**src/rtl/scalar_mult_ctrl.sv**
```systemverilog
`default_nettype none
// ============================================================================
// Module      : scalar_mult_ctrl
// Description : Left-to-right double-and-add sequencer for Q = k*P on
//               y^2 = x^3 + a*x + b mod p. Drives an external point doubler
//               and point adder, tracks the running point R (including the
//               point at infinity) and reports Q with a one-cycle done.
// Options     : SCALAR_MULT_SKIP_LEADING_ZEROS_EN - start the bit scan at the
//               MSB of k instead of bit N-1.
// Revision    : 1.0 - initial release
// ============================================================================
module scalar_mult_ctrl #(
    parameter int N = 10
) (
    input  logic         clk,
    input  logic         reset,
    input  logic         start,
    input  logic [N-1:0] p,
    input  logic [N-1:0] a,
    input  logic [N-1:0] k,
    input  logic [N-1:0] xp,
    input  logic [N-1:0] yp,
    output logic         dbl_start,
    output logic [N-1:0] dbl_x1,
    output logic [N-1:0] dbl_y1,
    output logic [N-1:0] dbl_p,
    output logic [N-1:0] dbl_a,
    input  logic [N-1:0] dbl_x3,
    input  logic [N-1:0] dbl_y3,
    input  logic         dbl_result,
    input  logic         dbl_infinity,
    output logic         add_start,
    output logic [N-1:0] add_x1,
    output logic [N-1:0] add_y1,
    output logic [N-1:0] add_x2,
    output logic [N-1:0] add_y2,
    output logic [N-1:0] add_p,
    input  logic [N-1:0] add_x3,
    input  logic [N-1:0] add_y3,
    input  logic         add_result,
    input  logic         add_infinity,
    output logic [N-1:0] x3,
    output logic [N-1:0] y3,
    output logic         infinity,
    output logic         busy,
    output logic         done
);

    localparam int               c_IDX_W   = (N > 1) ? $clog2(N) : 1;
    localparam logic [c_IDX_W-1:0] c_IDX_MAX = c_IDX_W'(N - 1);

    localparam logic [3:0] c_S_IDLE      = 4'd0;
    localparam logic [3:0] c_S_DBL       = 4'd1;
    localparam logic [3:0] c_S_DBL_WAIT  = 4'd2;
    localparam logic [3:0] c_S_BITCHK    = 4'd3;
    localparam logic [3:0] c_S_DBL2      = 4'd4;
    localparam logic [3:0] c_S_DBL2_WAIT = 4'd5;
    localparam logic [3:0] c_S_ADD_WAIT  = 4'd6;
    localparam logic [3:0] c_S_NEXT      = 4'd7;
    localparam logic [3:0] c_S_DONE      = 4'd8;

    logic [3:0]         r_state;
    logic [3:0]         w_next;

    logic [N-1:0]       r_p;
    logic [N-1:0]       r_a;
    logic [N-1:0]       r_k;
    logic [N-1:0]       r_xp;
    logic [N-1:0]       r_yp;
    logic [N-1:0]       r_rx;
    logic [N-1:0]       r_ry;
    logic               r_inf;
    logic [c_IDX_W-1:0] r_idx;
    logic [N-1:0]       r_x3;
    logic [N-1:0]       r_y3;
    logic               r_infinity;

    logic [c_IDX_W-1:0] w_start_idx;
    logic               w_start_to_done;
    logic               w_bit;
    logic               w_x_eq;
    logic               w_y_eq;

    assign w_bit  = r_k[r_idx];
    assign w_x_eq = (r_rx == r_xp);
    assign w_y_eq = (r_ry == r_yp);

`ifdef SCALAR_MULT_SKIP_LEADING_ZEROS_EN
    // Priority encoder: index of the most significant set bit of k
    always_comb begin
        w_start_idx = '0;
        for (int i = 0; i < N; i++) begin
            if (k[i]) begin
                w_start_idx = c_IDX_W'(i);
            end
        end
    end
    assign w_start_to_done = (k == '0);
`else
    assign w_start_idx     = c_IDX_MAX;
    assign w_start_to_done = 1'b0;
`endif

    // State register
    always_ff @(posedge clk or posedge reset) begin
        if (reset) begin
            r_state <= c_S_IDLE;
        end else begin
            r_state <= w_next;
        end
    end

    // Next-state logic
    always_comb begin
        w_next = r_state;
        case (r_state)
            c_S_IDLE: begin
                if (start) begin
                    w_next = w_start_to_done ? c_S_DONE : c_S_DBL;
                end
            end
            c_S_DBL: begin
                w_next = r_inf ? c_S_BITCHK : c_S_DBL_WAIT;
            end
            c_S_DBL_WAIT: begin
                if (dbl_infinity || dbl_result) begin
                    w_next = c_S_BITCHK;
                end
            end
            c_S_BITCHK: begin
                if (!w_bit || r_inf) begin
                    w_next = c_S_NEXT;
                end else if (w_x_eq) begin
                    w_next = w_y_eq ? c_S_DBL2 : c_S_NEXT;
                end else begin
                    w_next = c_S_ADD_WAIT;
                end
            end
            c_S_DBL2: begin
                w_next = c_S_DBL2_WAIT;
            end
            c_S_DBL2_WAIT: begin
                if (dbl_infinity || dbl_result) begin
                    w_next = c_S_NEXT;
                end
            end
            c_S_ADD_WAIT: begin
                if (add_infinity || add_result) begin
                    w_next = c_S_NEXT;
                end
            end
            c_S_NEXT: begin
                w_next = (r_idx == '0) ? c_S_DONE : c_S_DBL;
            end
            c_S_DONE: begin
                w_next = c_S_IDLE;
            end
            default: begin
                w_next = c_S_IDLE;
            end
        endcase
    end

    // Strobes and status decoded from the current state
    always_comb begin
        dbl_start = 1'b0;
        add_start = 1'b0;
        busy      = (r_state != c_S_IDLE);
        done      = (r_state == c_S_DONE);
        if ((r_state == c_S_DBL && !r_inf) || r_state == c_S_DBL2) begin
            dbl_start = 1'b1;
        end
        if (r_state == c_S_BITCHK && w_bit && !r_inf && !w_x_eq) begin
            add_start = 1'b1;
        end
    end

    // Operand latches, running point R, scan index and result registers
    always_ff @(posedge clk or posedge reset) begin
        if (reset) begin
            r_p        <= '0;
            r_a        <= '0;
            r_k        <= '0;
            r_xp       <= '0;
            r_yp       <= '0;
            r_rx       <= '0;
            r_ry       <= '0;
            r_inf      <= 1'b1;
            r_idx      <= c_IDX_MAX;
            r_x3       <= '0;
            r_y3       <= '0;
            r_infinity <= 1'b0;
        end else begin
            case (r_state)
                c_S_IDLE: begin
                    if (start) begin
                        r_p        <= p;
                        r_a        <= a;
                        r_k        <= k;
                        r_xp       <= xp;
                        r_yp       <= yp;
                        r_inf      <= 1'b1;
                        r_idx      <= w_start_idx;
                        r_x3       <= '0;
                        r_y3       <= '0;
                        // k=0 with the skip option lands in DONE directly
                        r_infinity <= w_start_to_done;
                    end
                end
                c_S_DBL_WAIT, c_S_DBL2_WAIT: begin
                    // Infinity takes priority over a simultaneous result
                    if (dbl_infinity) begin
                        r_inf <= 1'b1;
                    end else if (dbl_result) begin
                        r_rx <= dbl_x3;
                        r_ry <= dbl_y3;
                    end
                end
                c_S_ADD_WAIT: begin
                    if (add_infinity) begin
                        r_inf <= 1'b1;
                    end else if (add_result) begin
                        r_rx <= add_x3;
                        r_ry <= add_y3;
                    end
                end
                c_S_BITCHK: begin
                    if (w_bit) begin
                        if (r_inf) begin
                            r_rx  <= r_xp;
                            r_ry  <= r_yp;
                            r_inf <= 1'b0;
                        end else if (w_x_eq && !w_y_eq) begin
                            // R = -P, so R + P is the point at infinity
                            r_inf <= 1'b1;
                        end
                    end
                end
                c_S_NEXT: begin
                    if (r_idx == '0) begin
                        r_x3       <= r_inf ? '0 : r_rx;
                        r_y3       <= r_inf ? '0 : r_ry;
                        r_infinity <= r_inf;
                    end else begin
                        r_idx <= r_idx - 1'b1;
                    end
                end
                default: begin
                end
            endcase
        end
    end

    assign dbl_x1   = r_rx;
    assign dbl_y1   = r_ry;
    assign dbl_p    = r_p;
    assign dbl_a    = r_a;
    assign add_x1   = r_rx;
    assign add_y1   = r_ry;
    assign add_x2   = r_xp;
    assign add_y2   = r_yp;
    assign add_p    = r_p;
    assign x3       = r_x3;
    assign y3       = r_y3;
    assign infinity = r_infinity;

endmodule
`default_nettype wire

```
**config.mk**
```make
export PLATFORM = sky130hd
export DESIGN_NAME = scalar_mult_ctrl
export DESIGN_NICKNAME = d
export VERILOG_FILES = /design/src/rtl/scalar_mult_ctrl.sv
export SDC_FILE = /design/constraint.sdc
export NUM_CORES = 1
export LEC_CHECK = 0
export BUFFER_PORTS_ARGS = -buffer_cell sky130_fd_sc_hd__buf_2
export CAP_MARGIN = 20
export CORE_MARGIN = 2
export CORE_UTILIZATION = 49
export CTS_CLUSTER_SIZE = 16
export DETAILED_ROUTE_END_ITERATION = 7
export PLACE_DENSITY = 0.81
export SLEW_MARGIN = 20
export SYNTH_ARGS = -nofsm -noshare
export SYNTH_HDL_FRONTEND = slang
export SYNTH_SLANG_ARGS = --single-unit
```
**constraint.sdc**
```tcl
create_clock -name clk -period 2.9 [get_ports clk]
set_clock_uncertainty 0.05 [all_clocks]
set_input_delay 0 -clock clk [delete_from_list [all_inputs] [get_ports clk]]
set_output_delay 0 -clock clk [all_outputs]
set_load 0.005 [all_outputs]
```
# == After elaboration in Yosys (flattened, before gate mapping) ==
# Cells that the tools add are included.
# word_totals
ff_bits,100
latchBits,0
mem_bits_rw,0
rom_bits,0
out_inout_bits,115
elab_cells,113
n_memories,0
# classes
add_sub_neg,1
mul,0
div,0
order_cmp,1
n_eq_ne,24
n_shift,0
muxes,48
bitwise_logic,0
n_reduce_logical,26
# ops
op,count
$mux W10,17
$pmux W10 S3,2
$pmux W10 S2,2
$pmux W4 S8,1
$mux W4,7
$ne A2 B2 Y1 const B,14
$eq A10 B10 Y1,2
$eq A4 B3 Y1 const B,4
$mux W1,12
$eq A4 B2 Y1 const B,2
$logic_not A4 Y1,2
$pmux W4 S2,1
$reduce_bool A4 Y1,2
$reduce_and A7 Y1,1
$mux W2,3
$reduce_and A3 Y1,2
$logic_and A1 B1 Y1,5
$lt A4 B5 Y1 const B,1
$reduce_and A5 Y1,1
$bmux W1 S4,1
$eq A4 B1 Y1 const B,1
$eq A4 B4 Y1 const B,1
$logic_not A1 Y1,4
$logic_or A1 B1 Y1,4
other kinds (8),8

# == Logic depth before layout (Yosys ltp) ==
# Gate-level depths: netlist of the first run.
# logic_depth
word_depth,7
mapped_depth,9
depth_no_buf,7

# == Worst setup path before layout of the first run ==
# No wires, ideal clock.
# synth_timing
path_kind,reg2reg
start,register r_idx[0]
end,register r_rx[0] (netlist: add_x1[0])
setup_ns,0.125
arrival_time_ns,1.962
t_required_ns,2.725
path_slack_ns,0.762
stages_incl_launch_ff,8
path_buffers,2
synth_period_minus_slack_ns,2.138
cell_sequence,dfstp_2 > buf_6 > mux4_2 > nand2_2 > a31oi_1 > o21ai_2 > buf_6 > mux2_4
# synth_between
elab_chain_cells,4
# synth_lines
item,line,text
"start, declared",73,logic [c_IDX_W-1:0] r_idx;
"start signal, assigned",189,r_idx <= c_IDX_MAX;
"start signal, assigned",203,r_idx <= w_start_idx;
"start signal, assigned",245,r_idx <= r_idx - 1'b1;
$bmux W1 S4,84,assign w_bit = r_k[r_idx];
$mux W1 (implied by the code),84,
$ne A2 B2 Y1 (no line),--,
$reduce_and A7 Y1 (no line),--,
"end signal, assigned",215,r_rx <= dbl_x3;
"end signal, assigned",230,r_rx <= r_xp;
"end, declared",70,logic [N-1:0] r_rx;
# Every way passes these cells. The select of a mux whose other input is x is not followed.
# A chain may end at the register's enable or synchronous reset.

# == Final worst setup path of the first run ==
# layout_timing
start,register r_state[0]
end,register r_rx[0] (netlist: add_x1[0])
# layout_between
elab_chain_cells,4
word_cells_on_any_way,14
# layout_lines
item,line,text
"start, declared",62,logic [3:0] r_state;
"start signal, assigned",107,r_state <= c_S_IDLE;
"start signal, assigned",109,r_state <= w_next;
$eq A4 B3 Y1 / $eq A4 B2 Y1 (equally long branches),194,case (r_state)
$reduce_or A2 Y1,194,
$ne A2 B2 Y1 (no line) / $reduce_bool A3 Y1 (equally long branches),--,
$reduce_and A7 Y1 (no line),--,
# Parallel ways exist; a longest one is shown, timed or not.

==> results of run 1 <==
registers in the layout, indices dropped and copies added, names as in the netlist:
name / count
add_x1: 10
add_x2: 10
infinity: 1
r_state: 4
r_idx: 4
y3: 10
add_y1: 10
x3: 10
add_y2: 10
dbl_a: 10
r_inf: 1
r_k: 10
add_p: 10
final timing paths:
path,depth (start not counted),start,endpoint
setup reg to reg,7,r_state[0],add_x1[0]
hold reg to reg,2,infinity,infinity
setup / recovery,7,r_state[0],add_x1[0]
hold / removal,4,add_y3[0],add_y1[0]
min in group asynchronous,3,reset,y3[0]
max in group asynchronous,4,reset,r_inf
logic make-up after synthesis:
kind of cell	share of synthesized area
buffers and inverters	0.08272
AOI/OAI and AO/OA	0.08980
adders and majority gates	0.002440
DFF	0.4888
and+or+nand+nor	0.2282
muxes	0.07223
xor gates and xnor gates	0.03587
worst reg2reg max path, cell delays in order, from the launching register on:
cell,delay (ps)
dfrtp_1,650
nor4bb_4,400
nor2_1,80
buf_4,230
nand2_1,110
nand2_1,70
dlygate4sd3_1,580
mux2_4,270
final cells by class:
type | instances | share of cell area
Multi-Input combinational cell | 398 | 0.3095
Inverter | 7 | 0.003983
Timing Repair Buffer | 313 | 0.2833
Clock buffer | 10 | 0.01905
Clock inverter | 4 | 0.01368
Tap cell | 136 | 0.02355
Sequential cell | 100 | 0.3469
routing by layer:
layer	vias up	routed length, um
met5	-	0
met4	0	400
met3	36	999
met2	255	8322
met1	2454	6291
li1	2359	-
power by group:
part	total [mW]	switching [mW]	internal (mW)
Sequential	1.48	0.0441	1.44
Combinational	0.395	0.187	0.208
Clock	1.06	0.473	0.589
Total	2.94	0.704	2.23
placed cells by master (no fill, tap or decap), types with 6 or more instances in the layout:
| master | count |
|---|---|
| mux2_4 | 21 |
| xnor2_1 | 11 |
| clkbuf_8 | 10 |
| o21ai_1 | 15 |
| buf_2 | 211 |
| nor2_1 | 12 |
| dlygate4sd3_1 | 90 |
| a21oi_1 | 8 |
| o21ai_0 | 10 |
| nand2_1 | 235 |
| dfrtp_1 | 97 |
| inv_1 | 6 |
| a22oi_1 | 20 |
| buf_4 | 12 |
| xor2_1 | 10 |
through the flow:
step	worst slack, ps	hold slack, ps
floorplan	236.2	55.44
global placement	577.6	117.8
detailed placement	519.2	135.8
CTS	404.8	10.56
global route	254.4	45.61
finish	367.7	34.19
timing repair:
action / CTS / global route
setup endpoints to repair: 0 / 0
hold buffers: 90 / 0
endpoints found under the hold margin: 127 / 0
==> qor.csv, run 1 <==
metric,value,unit
vias in the first global route,5075,
Slew headroom,0.5036,
GRT met2 Usage,0.5046,
Yosys top cell by area,dfrtp_1,
critical path arrival,2730,ps
Syn-to-layout area delta,40.90,%
Reg2Reg Setup Slack,370,ps
row count,37,
dpl hpwl,10.15,mm
nets@finish,927,
cell count after synthesis,568,
CP max FO,20,
leading cell type by number of instances after synthesis,nand2_1,
met3 usage,0.05579,
synthesized cell area,5127,um2
Final Cycle Share,0.8732,
largest net degree at the start of global routing,60,
post-synthesis sequential area ratio,0.4888,
largest cells by area after synthesis,"dfrtp_1 (47%), nand2_1 (17%), mux2_4 (6.1%)",
post_cts resized,0,
die height,106.3,um
worst vdd ir,0.2658,mV
"Primary FF master, synth",dfrtp_1,
Crit path largest cell delay,650,ps
Via density,5.273,
synth unique cells,46,
Post-CTS Setup Bufs,0,
Residual DRC,0,
initial antenna violation count,0,
Hold WC Path Type,input pin to flip-flop,
clock buffer depth,2,
Multi-input gate area,2236,um2
WL final,16.01,mm
Reg area,2506,um2
met1 Use GR,0.3422,
Final min period,2532,ps
final core utilization,0.7061,
routed vias,5104,
post-synthesis async set-or-reset flop share,1.000,
post-synth top area share,0.4734,
die extent in x,106.3,um
Max Clk Rate,394.9,MHz
worst-path cell chain,"nor4bb_4, nor2_1, buf_4, nand2_1, nand2_1, dlygate4sd3_1, mux2_4",
DRT Pass-1 Iters,5,
CP startpoint kind,flip-flop,
CP Capture Type,flip-flop,
power consumption,2.937,mW
RSZ-0062 raised after global routing,false,
Most Frequent Cell on Critical Path,nand2_1,
net count after synthesis,666,
Synth Register Bits,100,
Worst-Margin Slew,744.7,ps
P per Cell Area,406.5,nW/um2
CTS Buf Count,9,
post-route cell area,7224,um2
Setup TNS,0,ps
top post-synthesis cells by count,"nand2_1 (235), dfrtp_1 (97), buf_4 (33)",
CTS tree,done,
# IOs,212,
synth warn,0,
Wirelength per Cell,16.54,um
ant diodes,0,
first-pass GRT wire length,25.27,mm
CTS Root Cell,clkbuf_8,
Max Slew Vio Count,0,
"CTS clk-pin slew, worst paths",100,ps
Mapped Avg Cell Area,9.027,um2
FILL cells,727,
H-tree Lvls,3,
Core ar.,10230,um2
placed inst area,6087,um2
Final Non-Filler Cells,968,
global routing's busiest layer,met2,
count of clock tree sinks,100,
Bufs and invs on worst path,2,
dpl cells,864,
status,finished clean,
setup violators final,0,
DR iter-0 viols,394,
RePlAce Congestion,0.8921,
share of cells above drive strength 1,0.3293,
worst-skew pair later-pin latency,370,ps
Final ANT Viol Nets,0,
Congestion Overflow GR,0,
leakage,3.976,nW
CP Class,flip-flop to flip-flop,
Max Cap Viol,0,
number of synthesized flops with an enable pin,0,
Worst path slowest cell,dfrtp_1,
Port Buf Inserts,211,
Overall Global Routing Usage,0.2854,
"delay-heaviest family, CP",buffers and inverters,
worst endpoint required time,3100,ps
die area,11300,um2
Final Hold Vio Count,0,
Starting Density,0.5012,
(Power assumes the default switching activity.)
==> inputs of run 2 (changes only) <==
--- a/config.mk
+++ b/config.mk
@@ -12,6 +12,7 @@
 export CTS_CLUSTER_SIZE = 16
 export DETAILED_ROUTE_END_ITERATION = 7
 export PLACE_DENSITY = 0.81
+export RECOVER_POWER = 25
 export SLEW_MARGIN = 20
 export SYNTH_ARGS = -nofsm -noshare
 export SYNTH_HDL_FRONTEND = slang
==> qor.csv, run 2 (synthesized netlist as in run 1, its figures left out) <==
metric,value,unit,change
post-route cell area,7207,um2,-0.24%
worst-path cell chain,"nor4bb_4, nor2_1, buf_4, nand2_1, nand2_1, dlygate4sd3_1, mux2_4",,
largest net degree at the start of global routing,60,,unchanged
Starting Density,0.5012,,unchanged
initial antenna violation count,0,,unchanged
nets@finish,927,,unchanged
clock buffer depth,2,,unchanged
worst-skew pair later-pin latency,370,ps,about the same
first-pass GRT wire length,25.27,mm,unchanged
Congestion Overflow GR,0,,unchanged
"CTS clk-pin slew, worst paths",100,ps,about the same
critical path arrival,2740,ps,about the same
die area,11300,um2,unchanged
Syn-to-layout area delta,40.56,%,
# IOs,212,,unchanged
hold path startpoint,add_y3[0],,
die extent in x,106.3,um,unchanged
ant diodes,0,,unchanged
post_cts resized,0,,unchanged
Max Cap Viol,0,,unchanged
CP Capture Type,flip-flop,,
"commonest non-fill, non-tap cell in the layout",nand2_1,,
worst vdd ir,0.2659,mV,about the same
Slew headroom,0.5079,,+0.004328
row count,37,,unchanged
placed inst area,6087,um2,unchanged
routed vias,5137,,+0.65%
setup violators final,0,,unchanged
CTS Buf Count,9,,unchanged
Hold WC Path Type,input pin to flip-flop,,
dpl hpwl,10.15,mm,unchanged
worst endpoint required time,3110,ps,about the same
vias in the first global route,5075,,unchanged
RePlAce Congestion,0.8921,,unchanged
Setup WS post-layout,366.9,ps,-0.7370 ps
Final Cycle Share,0.8735,,about the same
WL final,16.06,mm,+0.30%
Final Hold Vio Count,0,,unchanged
count of clock tree sinks,100,,unchanged
H-tree Lvls,3,,unchanged
Via density,5.307,,+0.65%
pre-CTS WS,519.2,ps,unchanged
Residual DRC,0,,unchanged
Max Clk Rate,394.8,MHz,about the same
CTS Root Cell,clkbuf_8,,
Wirelength per Cell,16.59,um,+0.30%
power consumption,2.937,mW,about the same
CP Class,flip-flop to flip-flop,,
die height,106.3,um,unchanged
DRT Pass-1 Iters,5,,unchanged
Max Slew Vio Count,0,,unchanged
reg2reg start,r_state[0],,
Post-CTS Setup Bufs,0,,unchanged
Overall Global Routing Usage,0.2854,,unchanged
Final min period,2533,ps,+0.7370 ps
Worst path slowest cell,dfrtp_1,,
CP max FO,20,,unchanged
Most Frequent Cell on Critical Path,nand2_1,,
beginning of the critical path,r_state[0],,
Port Buf Inserts,211,,unchanged
Worst-Margin Slew,738.2,ps,-6.493 ps
Setup TNS,0,ps,unchanged
Final ANT Viol Nets,0,,unchanged
RSZ-0062 raised after global routing,false,,
CP startpoint kind,flip-flop,,
Core ar.,10230,um2,unchanged
leakage,3.922,nW,-1.4%
P per Cell Area,407.5,nW/um2,+0.26%
most frequent cells in the layout,"nand2_1 (235), buf_2 (197), dfrtp_1 (97)",,
status,finished clean,,
Crit path largest cell delay,650,ps,about the same
hold_buf cts,90,,unchanged
CTS tree,done,,
DR iter-0 viols,394,,unchanged
share of cells above drive strength 1,0.3125,,-0.01683
run 2: cell count changes in the layout (fill, tap and decap cells not counted), sizes merged:
cell and change:
buf -14, clkbuf +14
run 2: final timing paths:
check | slack, ps | to | depth (start not counted)
worst max-delay path | 370 | add_x1[0] | 7
worst min-delay path | 30 | add_y1[0] | 4
worst max register to register | 370 | add_x1[0] | 7
worst min register to register | 440 | r_k[2] | 2
max in group asynchronous | 1680 | r_inf | 4
min in group asynchronous | 250 | y3[0] | 3
run 2: report_power, final:
| part | switching (mW) | internal [mW] | leakage, nW | total (mW) |
|---|---|---|---|---|
| Combinational | 0.187 | 0.207 | 2.47 | 0.393 |
| Clock | 0.475 | 0.589 | 0.118 | 1.06 |
| Sequential | 0.0443 | 1.44 | 1.33 | 1.48 |
run 2: metrics by stage:
stage	cells	utilization	hold WS (ps)
after floorplan	568	-	55.44
after global placement	864	0.5950	117.8
after detailed placement	864	0.5950	135.8
after CTS	968	0.7061	10.56
after global routing	968	0.7044	45.61
final	968	0.7044	30.73
run 2: worst max-delay path: cells and delay by family (launching register included):
kind,cells,cell delay (ps)
multiplexers,1,270
buffers and inverters,2,810
AND/OR/NAND/NOR,4,650
flip-flops,1,650
run 2: final cells by class:
type / count / area (um2)
multi-input combinational: 398 / 2236
clock buffer: 10 / 137.6
clock inverter: 4 / 98.84
inverter: 7 / 28.78
sequential: 100 / 2506
tap: 136 / 170.2
timing repair buffer: 313 / 2029
fill: 737 / 3024
run 2: metal layers:
metal / vias up / wire, um / track usage
li1: 2361 / - / -
met1: 2461 / 6228 / 0.3422
met2: 270 / 8328 / 0.5046
met3: 45 / 1058 / 0.05579
met4: 0 / 445 / 0.1109
met5: - / 0 / 0
